$ cat src/rtl/key_debouncer_pkg.sv
// Shared constants and helpers for the pushbutton debouncer.
package key_debouncer_pkg;

    // 20 ms of stable input at a 50 MHz system clock.
    localparam int DEBOUNCE_CYCLES_DEFAULT = 1000000;

    // Pushbuttons are active-low, so "released" is a logic one.
    localparam logic KEY_RELEASED_N = 1'b1;

    // Width of a counter that must reach DEBOUNCE_CYCLES-1; never narrower than one bit.
    function automatic int cnt_width(input int cycles);
        return (cycles < 2) ? 1 : $clog2(cycles);
    endfunction

endpackage

$ cat src/rtl/key_debounce_ch.sv
// One debounce channel: synchronizer, stability counter, accepted level and
// one-cycle press/release pulses aligned with the accepted level change.
module key_debounce_ch
    import key_debouncer_pkg::*;
#(
    parameter int DEBOUNCE_CYCLES = DEBOUNCE_CYCLES_DEFAULT,
    parameter int SYNC_STAGES     = 2
) (
    input  logic clk_in_clk,
    input  logic reset_in_reset_n,
    input  logic key_raw_n,
    output logic key_stable_n,
    output logic key_press,
    output logic key_release
);

    localparam int             CW       = cnt_width(DEBOUNCE_CYCLES);
    localparam logic [CW-1:0]  CNT_LAST = CW'(DEBOUNCE_CYCLES - 1);

    logic [SYNC_STAGES-1:0] sync_q, sync_d;
    logic [CW-1:0]          cnt_q, cnt_d;
    logic                   stable_q, stable_d;
    logic                   press_q, press_d;
    logic                   release_q, release_d;
    logic                   sync_bit;

    // The raw pin is only ever read here; the last stage feeds the debouncer.
    assign sync_bit = sync_q[SYNC_STAGES-1];

    // Shift the raw pin into the synchronizer chain.
    always_comb begin
        sync_d = {sync_q[SYNC_STAGES-2:0], key_raw_n};
    end

    // Count consecutive cycles of disagreement; accept on the last one, any
    // agreement in between drops the count back to zero.
    always_comb begin
        stable_d  = stable_q;
        cnt_d     = '0;
        press_d   = 1'b0;
        release_d = 1'b0;
        if (sync_bit != stable_q) begin
            if (cnt_q == CNT_LAST) begin
                stable_d  = sync_bit;
                press_d   = ~sync_bit;
                release_d = sync_bit;
            end else begin
                cnt_d = cnt_q + 1'b1;
            end
        end
    end

    // Channel state; reset returns to "released" and drops any pending count.
    always_ff @(posedge clk_in_clk or negedge reset_in_reset_n) begin
        if (!reset_in_reset_n) begin
            sync_q    <= {SYNC_STAGES{KEY_RELEASED_N}};
            stable_q  <= KEY_RELEASED_N;
            cnt_q     <= '0;
            press_q   <= 1'b0;
            release_q <= 1'b0;
        end else begin
            sync_q    <= sync_d;
            stable_q  <= stable_d;
            cnt_q     <= cnt_d;
            press_q   <= press_d;
            release_q <= release_d;
        end
    end

    assign key_stable_n = stable_q;
    assign key_press    = press_q;
    assign key_release  = release_q;

endmodule

$ cat src/rtl/key_debouncer.sv
// N_KEYS independent pushbutton debouncers plus a shared press-event counter.
module key_debouncer
    import key_debouncer_pkg::*;
#(
    parameter int N_KEYS          = 4,
    parameter int DEBOUNCE_CYCLES = DEBOUNCE_CYCLES_DEFAULT,
    parameter int SYNC_STAGES     = 2
) (
    input  logic              clk_in_clk,
    input  logic              reset_in_reset_n,
    input  logic [N_KEYS-1:0] key_raw_n,
    output logic [N_KEYS-1:0] key_stable_n,
    output logic [N_KEYS-1:0] key_press,
    output logic [N_KEYS-1:0] key_release,
    output logic [15:0]       key_event_count
);

    logic [15:0] ev_q, ev_d;

    for (genvar g = 0; g < N_KEYS; g++) begin : g_ch
        key_debounce_ch #(
            .DEBOUNCE_CYCLES (DEBOUNCE_CYCLES),
            .SYNC_STAGES     (SYNC_STAGES)
        ) u_ch (
            .clk_in_clk       (clk_in_clk),
            .reset_in_reset_n (reset_in_reset_n),
            .key_raw_n        (key_raw_n[g]),
            .key_stable_n     (key_stable_n[g]),
            .key_press        (key_press[g]),
            .key_release      (key_release[g])
        );
    end

    // Add every press pulse of this cycle; the 16-bit sum wraps naturally.
    always_comb begin
        ev_d = ev_q;
        for (int i = 0; i < N_KEYS; i++) begin
            ev_d = ev_d + 16'(key_press[i]);
        end
    end

    // Event counter register.
    always_ff @(posedge clk_in_clk or negedge reset_in_reset_n) begin
        if (!reset_in_reset_n) ev_q <= '0;
        else                   ev_q <= ev_d;
    end

    assign key_event_count = ev_q;

endmodule
$ cat config.mk
export PLATFORM = sky130hd
export DESIGN_NAME = key_debouncer
export DESIGN_NICKNAME = d
export VERILOG_FILES = /design/src/rtl/key_debouncer_pkg.sv /design/src/rtl/key_debounce_ch.sv /design/src/rtl/key_debouncer.sv
export SDC_FILE = /design/constraint.sdc
export NUM_CORES = 1
export LEC_CHECK = 0
export CAP_MARGIN = 20
export CORE_MARGIN = 2
export CORE_UTILIZATION = 38
export CTS_CLUSTER_DIAMETER = 80
export DETAILED_ROUTE_END_ITERATION = 8
export DONT_BUFFER_PORTS = 1
export PLACE_DENSITY = 0.56
export SLEW_MARGIN = 15
export SYNTH_ARGS = -nofsm -noshare
export SYNTH_HDL_FRONTEND = slang
export SYNTH_SLANG_ARGS = --single-unit
$ cat constraint.sdc
create_clock -name clk_in_clk -period 2.4 [get_ports clk_in_clk]
set_input_delay 0.36 -clock clk_in_clk [delete_from_list [all_inputs] [get_ports clk_in_clk]]
set_output_delay 0.36 -clock clk_in_clk [all_outputs]
set_load 0.02 [all_outputs]
Word-level counts from Yosys, hierarchy flattened
Index checks and enable logic that the tools add are counted.
Storage, ports and cells
  flip-flop bits (word level): 116
  input port bits: 6
  output and inout port bits: 28
  logic and storage cells: 69
Operators by class
  eq/ne operators: 8
  bitwise logic cells: 4
  reduce and logical (&&, ||, !) cells: 4
  muxes and demuxes: 24
  $add $sub $neg: 8
Operators with widths (number)
  2-to-1 mux 20 bit: 8
  adder 20 x 1 -> 20 bit, second input constant: 4
  == test 20 bit, second input constant: 4
  adder 16 x 1 -> 16 bit: 4
  2-to-1 mux 1 bit: 16
  AND reduction 2 bit: 4
  inequality test 1 bit: 4
  NOT 1 bit: 4

Depth between registers and ports, before layout
Gate-level depths: netlist of run 1.
  depth after elaboration: 4
  gate-level depth with buffers: 9
  mapped depth without buffers: 9

Cells and area by module
A second synthesis of run 1 with hierarchy kept.
Second synthesis, totals
  cells, all modules: 531
  area, all modules: 5495.3 µm²
Modules (own cells, without submodules)
  key_debounce_ch: sequential area each 629.4 µm², cells each 116, area each 1177.4 µm², times used 4
  key_debouncer: sequential area each 400.4 µm², cells each 67, area each 785.8 µm², times used 1

Worst setup path after synthesis of run 1
OpenSTA, ideal clock, no wires.
  path type: register to register
  start: reg ev_q[0], in the netlist key_event_count[0]
  end: reg ev_q[14], in the netlist key_event_count[14]
  path slack: -0.150 ns
  stages on the path, launching flop included: 10
  data arrival time: 2.421 ns
  buffers on the path: 0
  clock period less this slack: 2.550 ns
  setup time: 0.129 ns
  required time: 2.271 ns
  cell sequence: dfrtp_1 -> fa_1 -> inv_1 -> fa_1 -> inv_1 -> fa_1 -> nand4_1 -> nor4_1 -> nand4_1 -> xnor2_1
On the way
  word-level cells in the longest chain between the ends: 4
RTL lines
  start: declaration: line key_debouncer.sv:18  | logic [15:0] ev_q, ev_d;
  start signal: assignment: line key_debouncer.sv:45  | else ev_q <= ev_d;
  adder 16 x 1 -> 16 bit (4 in a row): line key_debouncer.sv:38  | ev_d = ev_d + 16'(key_press[i]);
  named net ev_d[14]: line key_debouncer.sv:18
The timed path passes the listed nets, and every way through them passes these cells.
A chain may end at the register's enable or synchronous reset.

Worst setup path in the final report of run 1
Same ends and word-level chain as after synthesis.

==> reports/qor.txt, run 1 <==
Outcome: finished, violations left
Violated checks: negative hold slack
Setup slack, reg-to-reg: 0.03 ns
Diodes inserted: 0
H-tree depth: 4
Clock sinks: 116
Share of the clock period used by the worst path: 0.987
Drt first pass iters: 5
Achievable Freq: 422 MHz
CP Buf/Inv Count: 2
Tot GR Track Use: 0.151
Worst Path Required: 2.69 ns
RR Endpoint: key_event_count[14]
Initial drt markers: 177
Initial antenna violation count: 0
Worst vdd ir: 0.000573 V
Fillers: 1308
Largest net degree at the start of global routing: 117
Largest delay share family, worst path: adder cells
Design Area, Final: 0.00651 mm²
R2R depth: 9
First-pass GRT wire length: 19000 µm
Share of cells above drive strength 1: 0.152
Worst Path Arrival: 2.66 ns
Slew margin rel.: 0.567
Fin cells: 750
Clock Tree Buf Depth: 2
Cts bufs inserted: 17
Die height: 125 µm
Crit path cell chain: fa_1 > inv_1 > fa_2 > inv_2 > fa_2 > nand4_1 > nor4_2 > nand4_1 > xnor2_1
P per Cell Area: 750 mW/mm²
Starting Density: 0.385
Worst setup path startpoint: key_event_count[0]
Crit. path cell count: 9
Cell Area, Synth: 0.00554 mm²
Placement Cell Area: 0.00578 mm²
Hold Slack: -0.355 ns
Slew at the pin closest to its max-slew limit: 0.645 ns
Layout area overhead: 17.6%
Yosys warnings: 0
Clk_lat worst skew: 0.41 ns
Final Critical Period: 2.37 ns
Synth unique cells: 42
Routed Antenna Nets: 0
Final setup violation count: 0
Crit-path slowest cell: fa_1
Rows: 44
Vias in the first global route: 3970
Synthesized instance count: 530
Yosys reg bits: 116
R2r startpoint: key_event_count[0]
GPL Wtd Cong: 0.798
Power Total: 4880 µW
# hold bufs at CTS: 4
DPL Wire Length: 7190 µm
Die footprint: 0.0156 mm²
Seq/Total Area, Yosys: 0.527
CTS tree: done
Core Box Area: 0.0144 mm²
Max-slew violation count: 0
Pleak: 0.00268 µW
Worst Setup Slack, final: 0.0308 ns
DRC: 0
Layout net count: 567
Syn Area/Cell: 10.4 µm²
Clock slew at reported path FFs: 0.06 ns
Crit end category: flip-flop
Io pins: 34
RSZ-0062 raised after global routing: yes
Post-route setup TNS: 0 ns
GR Overflow Total: 0
Routed vias: 3971
Routed length per instance: 14.5 µm
Number of port buffers: 0
Drt total wl: 10900 µm
Placed insts: 712
Fin. Hold Viols: 116
Worst Setup Start Kind: flip-flop
CP max stage delay: 0.53 ns
Clock root cell: clkbuf_16
Hold Path Class: in2async
Max-cap viol count: 0
Worst Setup Path Type: reg2reg
Worst slack, placed: -0.0224 ns
Net Count, Synth: 544
Drt via density: 5.29
Clk_skew: 0.00480 ns
Critical Path End: key_event_count[14]
Chip Width: 125 µm
Crit path max fanout: 3
## cells in the mapped netlist (all sizes together)
| cell | instances | area, µm² |
|---|---|---|
| and4 | 4 | 36.3 |
| and2 | 4 | 25.0 |
| nor4 | 17 | 106 |
| nand2 | 30 | 113 |
| nand4 | 30 | 200 |
| a31o | 2 | 17.5 |
| nand4b | 6 | 52.6 |
| nor2 | 66 | 248 |
| clkbuf | 4 | 15.0 |
| fa | 3 | 60.1 |
| o31ai | 7 | 62.6 |
| or4 | 8 | 63.8 |
| nand3 | 30 | 160 |
| a21oi | 17 | 85.1 |
| and3b | 2 | 17.5 |
| mux2 | 4 | 45.0 |
| nor2b | 3 | 18.8 |
| nor3 | 14 | 70.1 |
| dfstp | 12 | 315 |
| xnor2 | 47 | 412 |
| ha | 5 | 62.6 |
| xor2 | 26 | 228 |
| o2111ai | 1 | 8.76 |
| inv | 13 | 48.8 |
| buf | 14 | 100 |
| or3 | 12 | 76.3 |
| or2 | 1 | 6.26 |
| or4b | 1 | 10.0 |
| and3 | 19 | 120 |
| o21ai | 13 | 65.1 |
| nor4b | 3 | 26.3 |
| nor3b | 8 | 60.1 |
| dfrtp | 104 | 2600 |
## routing by layer
metal	GRT usage	routed length, µm	vias to the layer above
met4	0.0628	179	0
met3	0.0541	580	17
li1	-	-	1924
met5	0	0	-
met2	0.231	4900	83
met1	0.196	5230	1947
## layout make-up
| class | instances | area [µm²] | area share |
|---|---|---|---|
| Timing Repair Buffer | 22 | 175 | 0.0269 |
| Clock inverter | 13 | 205 | 0.0315 |
| Clock buffer | 19 | 453 | 0.0696 |
| Sequential cell | 116 | 2920 | 0.448 |
| Multi-Input combinational cell | 383 | 2480 | 0.381 |
| Tap cell | 184 | 230 | 0.0354 |
| Inverter | 13 | 48.8 | 0.00750 |
## kinds of logic after synthesis
group           synth area share
flops                      0.527
compound gates            0.0432
buf+inv                   0.0296
mux                      0.00813
simple gates               0.255
fa+ha+maj                 0.0221
xor+xnor                   0.115
## where the power goes
group	switching (µW)	internal [µW]	total (µW)
logic	37.1	32.0	69.1
clock network	910	1890	2800
registers	26.3	1990	2010
total	973	3910	4880
## state kept, by name, summed over array words and instances, names as in the netlist
signal / flops
g_ch.u_ch.cnt_q: 80
g_ch.u_ch.key_press: 4
g_ch.u_ch.key_release: 4
g_ch.u_ch.key_stable_n: 4
g_ch.u_ch.sync_q: 8
key_event_count: 16
## worst min-delay path by stage
stage | startpoint | endpoint | slack (ns)
final | reset_in_reset_n | g_ch[1].u_ch.cnt_q[10] | -0.35
after global routing | reset_in_reset_n | g_ch[1].u_ch.cnt_q[5] | -0.38
after CTS | reset_in_reset_n | g_ch[1].u_ch.cnt_q[5] | -0.38
after detailed placement | reset_in_reset_n | g_ch[1].u_ch.cnt_q[3] | 0.07
after global placement | reset_in_reset_n | g_ch[1].u_ch.cnt_q[3] | 0.07
after floorplan | reset_in_reset_n | g_ch[0].u_ch.cnt_q[0] | 0.06
## layout by cell type (no fill, tap or decap), types with 3 or more instances in the layout
cell             n
a21oi_1         17
and2_1           4
and3_1          18
and4_1           3
buf_4           18
bufinv_16        5
clkbuf_16       17
clkinv_2         3
clkinvlp_4       3
dfrtp_1        103
dfstp_2         12
dlygate4sd3_1    4
ha_1             5
inv_1           12
mux2_2           4
nand2_1         30
nand3_1         28
nand4_1         28
nand4b_1         6
nor2_1          66
nor2b_1          3
nor3_1          13
nor3b_1          8
nor4_1          16
nor4b_1          3
o21ai_0         11
o31ai_1          5
or3_1           11
or4_1            7
xnor2_1         47
xor2_1          26
## worst register-to-register path, cell delays in order (launching register included)
cell	delay, ns
dfrtp_2	0.41
fa_1	0.53
inv_1	0.05
fa_2	0.35
inv_2	0.07
fa_2	0.21
nand4_1	0.12
nor4_2	0.22
nand4_1	0.15
xnor2_1	0.15
## timing repair
item / CTS / global route
setup buffers: 1 / 1
endpoints found under the hold margin: 120 / 116
pin swaps: 1 / 2
gates resized for setup: 2 / 3
endpoints found under the setup margin: 3 / 6
## through the flow
step                hold WS [ns]  utilization
global placement          0.0694        0.402
global route              -0.384        0.453
detailed placement        0.0695        0.402
CTS                       -0.379        0.452
finish                    -0.355        0.453
floorplan                 0.0644            -
Power figures use the tool's default switching activity.
==> run 2: changes to the inputs <==
--- a/config.mk
+++ b/config.mk
@@ -11,6 +11,7 @@
 export CTS_CLUSTER_DIAMETER = 80
 export DETAILED_ROUTE_END_ITERATION = 8
 export DONT_BUFFER_PORTS = 1
+export MAX_ROUTING_LAYER = met4
 export PLACE_DENSITY = 0.56
 export SLEW_MARGIN = 15
 export SYNTH_ARGS = -nofsm -noshare
==> run 2 against run 1 <==
  * The flow still finishes with violations (negative hold slack)
  * Register-to-register slack about the same
  * Hold slack worse by 0.0054 ns
  * Via count fell by 0.20%
  * Fmax hardly changed
  * Sequential share of layout area stayed put
  * Critical path type unchanged
  * Critical endpoint unchanged
  * Largest cell class unchanged
  * Largest power group unchanged
==> reports/qor.txt, run 2 (synthesized netlist as in run 1, its figures left out) <==
Clk_skew: 0.00533 ns
Die height: 125 µm
GR Overflow Total: 0
Clock slew at reported path FFs: 0.06 ns
Starting Density: 0.385
Rows: 44
Routed Antenna Nets: 0
CTS tree: done
Initial antenna violation count: 0
Worst Path Arrival: 2.67 ns
RSZ-0062 raised after global routing: yes
Routed vias: 3963
Routed length per instance: 14.5 µm
GPL Wtd Cong: 0.809
DPL Wire Length: 7190 µm
Fin util: 0.453
Layout area overhead: 17.6%
Core Box Area: 0.0144 mm²
Worst vdd ir: 0.000573 V
GR Layer Usage met1: 0.198
Slew at the pin closest to its max-slew limit: 0.650 ns
Achievable Freq: 422 MHz
Outcome: finished, violations left
Max-slew violation count: 0
Largest Register: g_ch.u_ch.cnt_q
Max FFs per register: 80
Cts bufs inserted: 17
Crit end category: flip-flop
Clock Tree Buf Depth: 2
Hold Slack: -0.360 ns
Hold Path Class: in2async
GRT Max-Usage Layer: met2
Commonest non-fill, non-tap cell in the layout: dfrtp_1
Worst Path Required: 2.70 ns
Worst Setup Start Kind: flip-flop
Fin. Hold Viols: 116
Share of cells above drive strength 1: 0.152
P per Cell Area: 751 mW/mm²
Met3 usage: 0.0520
H-tree depth: 4
Crit path max fanout: 3
Violated checks: negative hold slack
Share of the clock period used by the worst path: 0.988
Diodes inserted: 0
Final Critical Period: 2.37 ns
DRC: 0
Clock sinks: 116
Drt first pass iters: 4
Worst Setup Path Type: reg2reg
Post-route setup TNS: 0 ns
Drt total wl: 10900 µm
Tot GR Track Use: 0.156
Max-cap viol count: 0
Number of port buffers: 0
Largest net degree at the start of global routing: 117
Pleak: 0.00268 µW
Clock root cell: clkbuf_16
Chip Width: 125 µm
Layout net count: 567
Slew margin rel.: 0.564
# hold bufs at CTS: 4
Final setup violation count: 0
Initial drt markers: 174
GRT met2 Usage: 0.230
Clk_lat worst skew: 0.42 ns
Die footprint: 0.0156 mm²
Drt via density: 5.28
Most frequent cells in the layout: dfrtp_1, nor2_1, xnor2_1
Io pins: 34
First-pass GRT wire length: 19000 µm
Vias in the first global route: 3968
[run 2: cell counts in the layout (fill, tap and decap cells not counted)]
Identical to the previous run, type by type.
[run 2: power by group]
| part | switching [µW] | internal [µW] | leakage (µW) |
|---|---|---|---|
| Clock | 916 | 1890 | 0.000315 |
| Combinational | 37.0 | 32.0 | 0.000797 |
| Sequential | 26.3 | 1990 | 0.00157 |
| Total | 979 | 3910 | 0.00268 |
[run 2: through the flow]
| stage | hold slack (ns) | setup WS, ns | power, µW | instances | area [µm²] |
|---|---|---|---|---|---|
| floorplan | 0.0644 | 0.0247 | 2080 | 530 | 5550 |
| global placement | 0.0694 | 0.00665 | 2110 | 712 | 5780 |
| detailed placement | 0.0695 | -0.0224 | 2110 | 712 | 5780 |
| CTS | -0.379 | 0.0235 | 4950 | 749 | 6490 |
| global route | -0.384 | -0.0861 | 5060 | 750 | 6510 |
| finish | -0.360 | 0.0286 | 4890 | 750 | 6510 |
[run 2: layout make-up]
class,instances,area [µm²]
Fill cell,1308,7860
Sequential cell,116,2920
Multi-Input combinational cell,383,2480
Clock buffer,19,453
Tap cell,184,230
Clock inverter,13,205
Timing Repair Buffer,22,175
Inverter,13,48.8
[run 2: repair_timing]
| item | in CTS | in global routing |
|---|---|---|
| setup buffers | 1 | 1 |
| pin swaps | 1 | 2 |
| setup endpoints to repair | 3 | 6 |
| endpoints found under the hold margin | 120 | 116 |
| gates resized for setup | 2 | 3 |
[run 2: per-layer routing]
layer / wire [µm] / share of wire / up-vias
li1: - / - / 1922
met1: 5220 / 0.48 / 1938
met2: 4890 / 0.45 / 82
met3: 556 / 0.051 / 21
met4: 231 / 0.021 / 0
met5: 0 / 0 / -
[run 2: path summary, 6_finish.rpt]
kind / from / to / slack, ns / cells after the start
max: key_event_count[0] / key_event_count[14] / 0.03 / 9
min: reset_in_reset_n / g_ch[1].u_ch.cnt_q[10] / -0.36 / 0
max reg2reg: key_event_count[0] / key_event_count[14] / 0.03 / 9
min reg2reg: g_ch[1].u_ch.sync_q[0] / g_ch[1].u_ch.sync_q[1] / 0.36 / 0
max in group asynchronous: reset_in_reset_n / g_ch[0].u_ch.key_stable_n / 2.52 / 0
min in group clk_in_clk: g_ch[1].u_ch.sync_q[0] / g_ch[1].u_ch.sync_q[1] / 0.36 / 0
[run 2: worst max-delay path, cell delays in order (launching register included)]
cell	delay [ns]
dfrtp_2	0.41
fa_1	0.53
inv_1	0.05
fa_2	0.35
inv_2	0.07
fa_2	0.21
nand4_1	0.12
nor4_2	0.23
nand4_1	0.15
xnor2_1	0.15
==> run 3: changes to the inputs <==
--- a/config.mk
+++ b/config.mk
@@ -6,14 +6,17 @@
 export NUM_CORES = 1
 export LEC_CHECK = 0
 export CAP_MARGIN = 20
+export CELL_PAD_IN_SITES_DETAIL_PLACEMENT = 0
+export CELL_PAD_IN_SITES_GLOBAL_PLACEMENT = 1
 export CORE_MARGIN = 2
 export CORE_UTILIZATION = 38
 export CTS_CLUSTER_DIAMETER = 80
 export DETAILED_ROUTE_END_ITERATION = 8
 export DONT_BUFFER_PORTS = 1
 export MAX_ROUTING_LAYER = met4
-export PLACE_DENSITY = 0.56
+export PLACE_DENSITY = 0.67
 export SLEW_MARGIN = 15
 export SYNTH_ARGS = -nofsm -noshare
 export SYNTH_HDL_FRONTEND = slang
+export SYNTH_HIERARCHICAL = 1
 export SYNTH_SLANG_ARGS = --single-unit
==> run 3 against run 2 <==
  * The flow finishes with violations (negative hold slack, negative setup slack)
  * Clock skew grew 0.00069 ns
  * Register-to-register slack worse by 0.12 ns
  * Synthesized cell count grew 0.19%
  * Count of clock-buffer cells in the layout up 2
  * Flip-flop and latch count unchanged
  * Non-clock buffer count fell by 7
  * Final cell count fell by 1.6%
  * Setup slack worse by 0.12 ns
  * Via count decreased by 3.9%
  * Critical path type unchanged
  * Largest power group unchanged
==> reports/qor.txt, run 3 <==
Outcome: finished, violations left
Violated checks: negative hold slack, negative setup slack
H-tree depth: 4
Diodes inserted: 0
Core Box Area: 0.0140 mm²
Cts bufs inserted: 17
Main area contributors after synthesis: dfrtp_1, dfstp_2, xnor2_1
Post-synth top cells: dfrtp_1, nor2_1, nand3_1
Synth area leader: dfrtp_1
Synth unique cells: 37
GR Overflow Total: 0
Most frequent cells in the layout: dfrtp_1, nor2_1, nand3_1
Number of flops mapped to enable cells by yosys: 0
Hold Slack: -0.355 ns
Layout net count: 559
Max-slew violation count: 0
Die footprint: 0.0154 mm²
DRC: 0
Worst Path Arrival: 2.78 ns
Initial antenna violation count: 0
Setup slack, reg-to-reg: -0.1 ns
GPL Wtd Cong: 0.765
Worst vdd ir: 0.000422 V
Clock sinks: 116
Crit end category: flip-flop
Clock slew at reported path FFs: 0.05 ns
Commonest non-fill, non-tap cell in the layout: dfrtp_1
Yosys warnings: 6
Routed vias: 3807
Chip Width: 124 µm
Clock Tree Buf Depth: 2
Routed length per instance: 14.1 µm
Asr flop ratio synth: 1.00
Worst slack, placed: -0.0943 ns
Placed insts: 699
Drt total wl: 10400 µm
Largest net degree at the start of global routing: 117
Initial drt markers: 225
Die height: 124 µm
Vias in the first global route: 3887
Fin cells: 738
Synth Flop Type: dfrtp_1
Worst Setup Path Type: reg2reg
Routed Antenna Nets: 0
Slew margin rel.: 0.634
Drt via density: 5.16
Largest Register: g_ch.u_ch/cnt_q
First-pass GRT wire length: 18600 µm
# hold bufs at CTS: 4
Drt first pass iters: 4
Io pins: 34
Share of the clock period used by the worst path: 1.04
Slew at the pin closest to its max-slew limit: 0.543 ns
Clock root cell: clkbuf_16
Max-cap viol count: 0
Clk_lat worst skew: 0.42 ns
Achievable Freq: 401 MHz
RSZ-0062 raised after global routing: yes
Number of port buffers: 0
Final setup violation count: 5
Hold Path Class: in2async
R2R depth: 9
Yosys reg bits: 116
Starting Density: 0.393
Power Total: 4680 µW
Syn Area/Cell: 10.3 µm²
Fin. Hold Viols: 116
Cell Area, Synth: 0.00550 mm²
Register area: 0.00292 mm²
Clk_skew: 0.00601 ns
RR Endpoint: key_event_count[8]
DPL Wire Length: 6880 µm
Fillers: 1352
Tot GR Track Use: 0.154
Share of cells above drive strength 1: 0.192
R2r startpoint: g_ch[0].u_ch/key_press
Worst Path Required: 2.69 ns
Pleak: 0.00261 µW
P per Cell Area: 733 mW/mm²
Max FFs per register: 80
Area of the multi-input gates: 0.00239 mm²
Final Critical Period: 2.50 ns
Net Count, Synth: 545
Top-area cell type share of the netlist area: 0.474
Most common cell in the netlist: dfrtp_1
Crit path max fanout: 2
Seq/Total Area, Yosys: 0.531
Layout area overhead: 16.1%
Synthesized instance count: 531
Rows: 43
Worst Setup Start Kind: flip-flop
Post-route setup TNS: -0.405 ns
CTS tree: done
Worst Setup Slack, final: -0.0959 ns
-- run 3: metal layers --
layer  track usage  up-vias  wire [µm]
met5             -        -          0
met4        0.0595        0        181
met3        0.0644       17        661
met2         0.230       54       4850
met1         0.186     1851       4730
li1              -     1885          -
-- run 3: per-stage QoR --
step                      utilization  area, µm²  hold WS (ns)
after detailed placement        0.407       5700        0.0682
after floorplan                     -       5510        0.0644
after global routing            0.456       6380        -0.392
final                           0.456       6380        -0.355
after global placement          0.407       5700        0.0707
after CTS                       0.455       6360        -0.384
-- run 3: final cells by class --
class,instances,share of cell area
sequential,116,0.458
clock buffer,21,0.0706
tap,180,0.0353
timing repair buffer,15,0.0192
multi-input combinational,364,0.374
inverter,31,0.0182
clock inverter,11,0.0247
-- run 3: worst max-delay path by stage --
| stage | end | cells after the start | from | slack, ns |
|---|---|---|---|---|
| after global placement | key_event_count[12] | 8 | g_ch[0].u_ch/key_press | -0.05 |
| after global routing | key_event_count[14] | 8 | g_ch[0].u_ch/key_press | -0.22 |
| after CTS | key_event_count[12] | 8 | g_ch[0].u_ch/key_press | -0.09 |
| after floorplan | key_event_count[12] | 8 | g_ch[0].u_ch/key_press | -0.08 |
| final | key_event_count[8] | 9 | g_ch[0].u_ch/key_press | -0.1 |
| after detailed placement | key_event_count[12] | 8 | g_ch[0].u_ch/key_press | -0.09 |
-- run 3: kinds of logic after synthesis --
logic type / Yosys count / share of synthesized area
AO/OA/AOI/OAI: 70 / 0.0765
XOR/XNOR: 58 / 0.0924
adder cells (fa/ha/maj): 8 / 0.0223
buffers and inverters: 51 / 0.0385
flip-flops: 116 / 0.531
multiplexers: 4 / 0.00820
AND/OR/NAND/NOR: 224 / 0.231
-- run 3: where the power goes --
part / switching [µW] / total [µW] / internal, µW
Clock: 851 / 2600 / 1750
Sequential: 23.9 / 2010 / 1990
Combinational: 38.6 / 64.9 / 26.3
Total: 914 / 4680 / 3760
-- run 3: repair_timing --
item	4_1_cts	5_1_grt
pin swaps	2	3
buffers inserted	2	1
endpoints found under the hold margin	120	116
gates resized for setup	0	4
setup endpoints to repair	5	10
-- run 3: critical path: stages, from the launching register on --
cell and delay (ns):
dfrtp_2 0.41, fa_1 0.53, inv_1 0.05, fa_2 0.36, fa_2 0.38, buf_4 0.14
buf_4 0.13, nor2b_2 0.14, nand3_2 0.09, xnor2_1 0.14
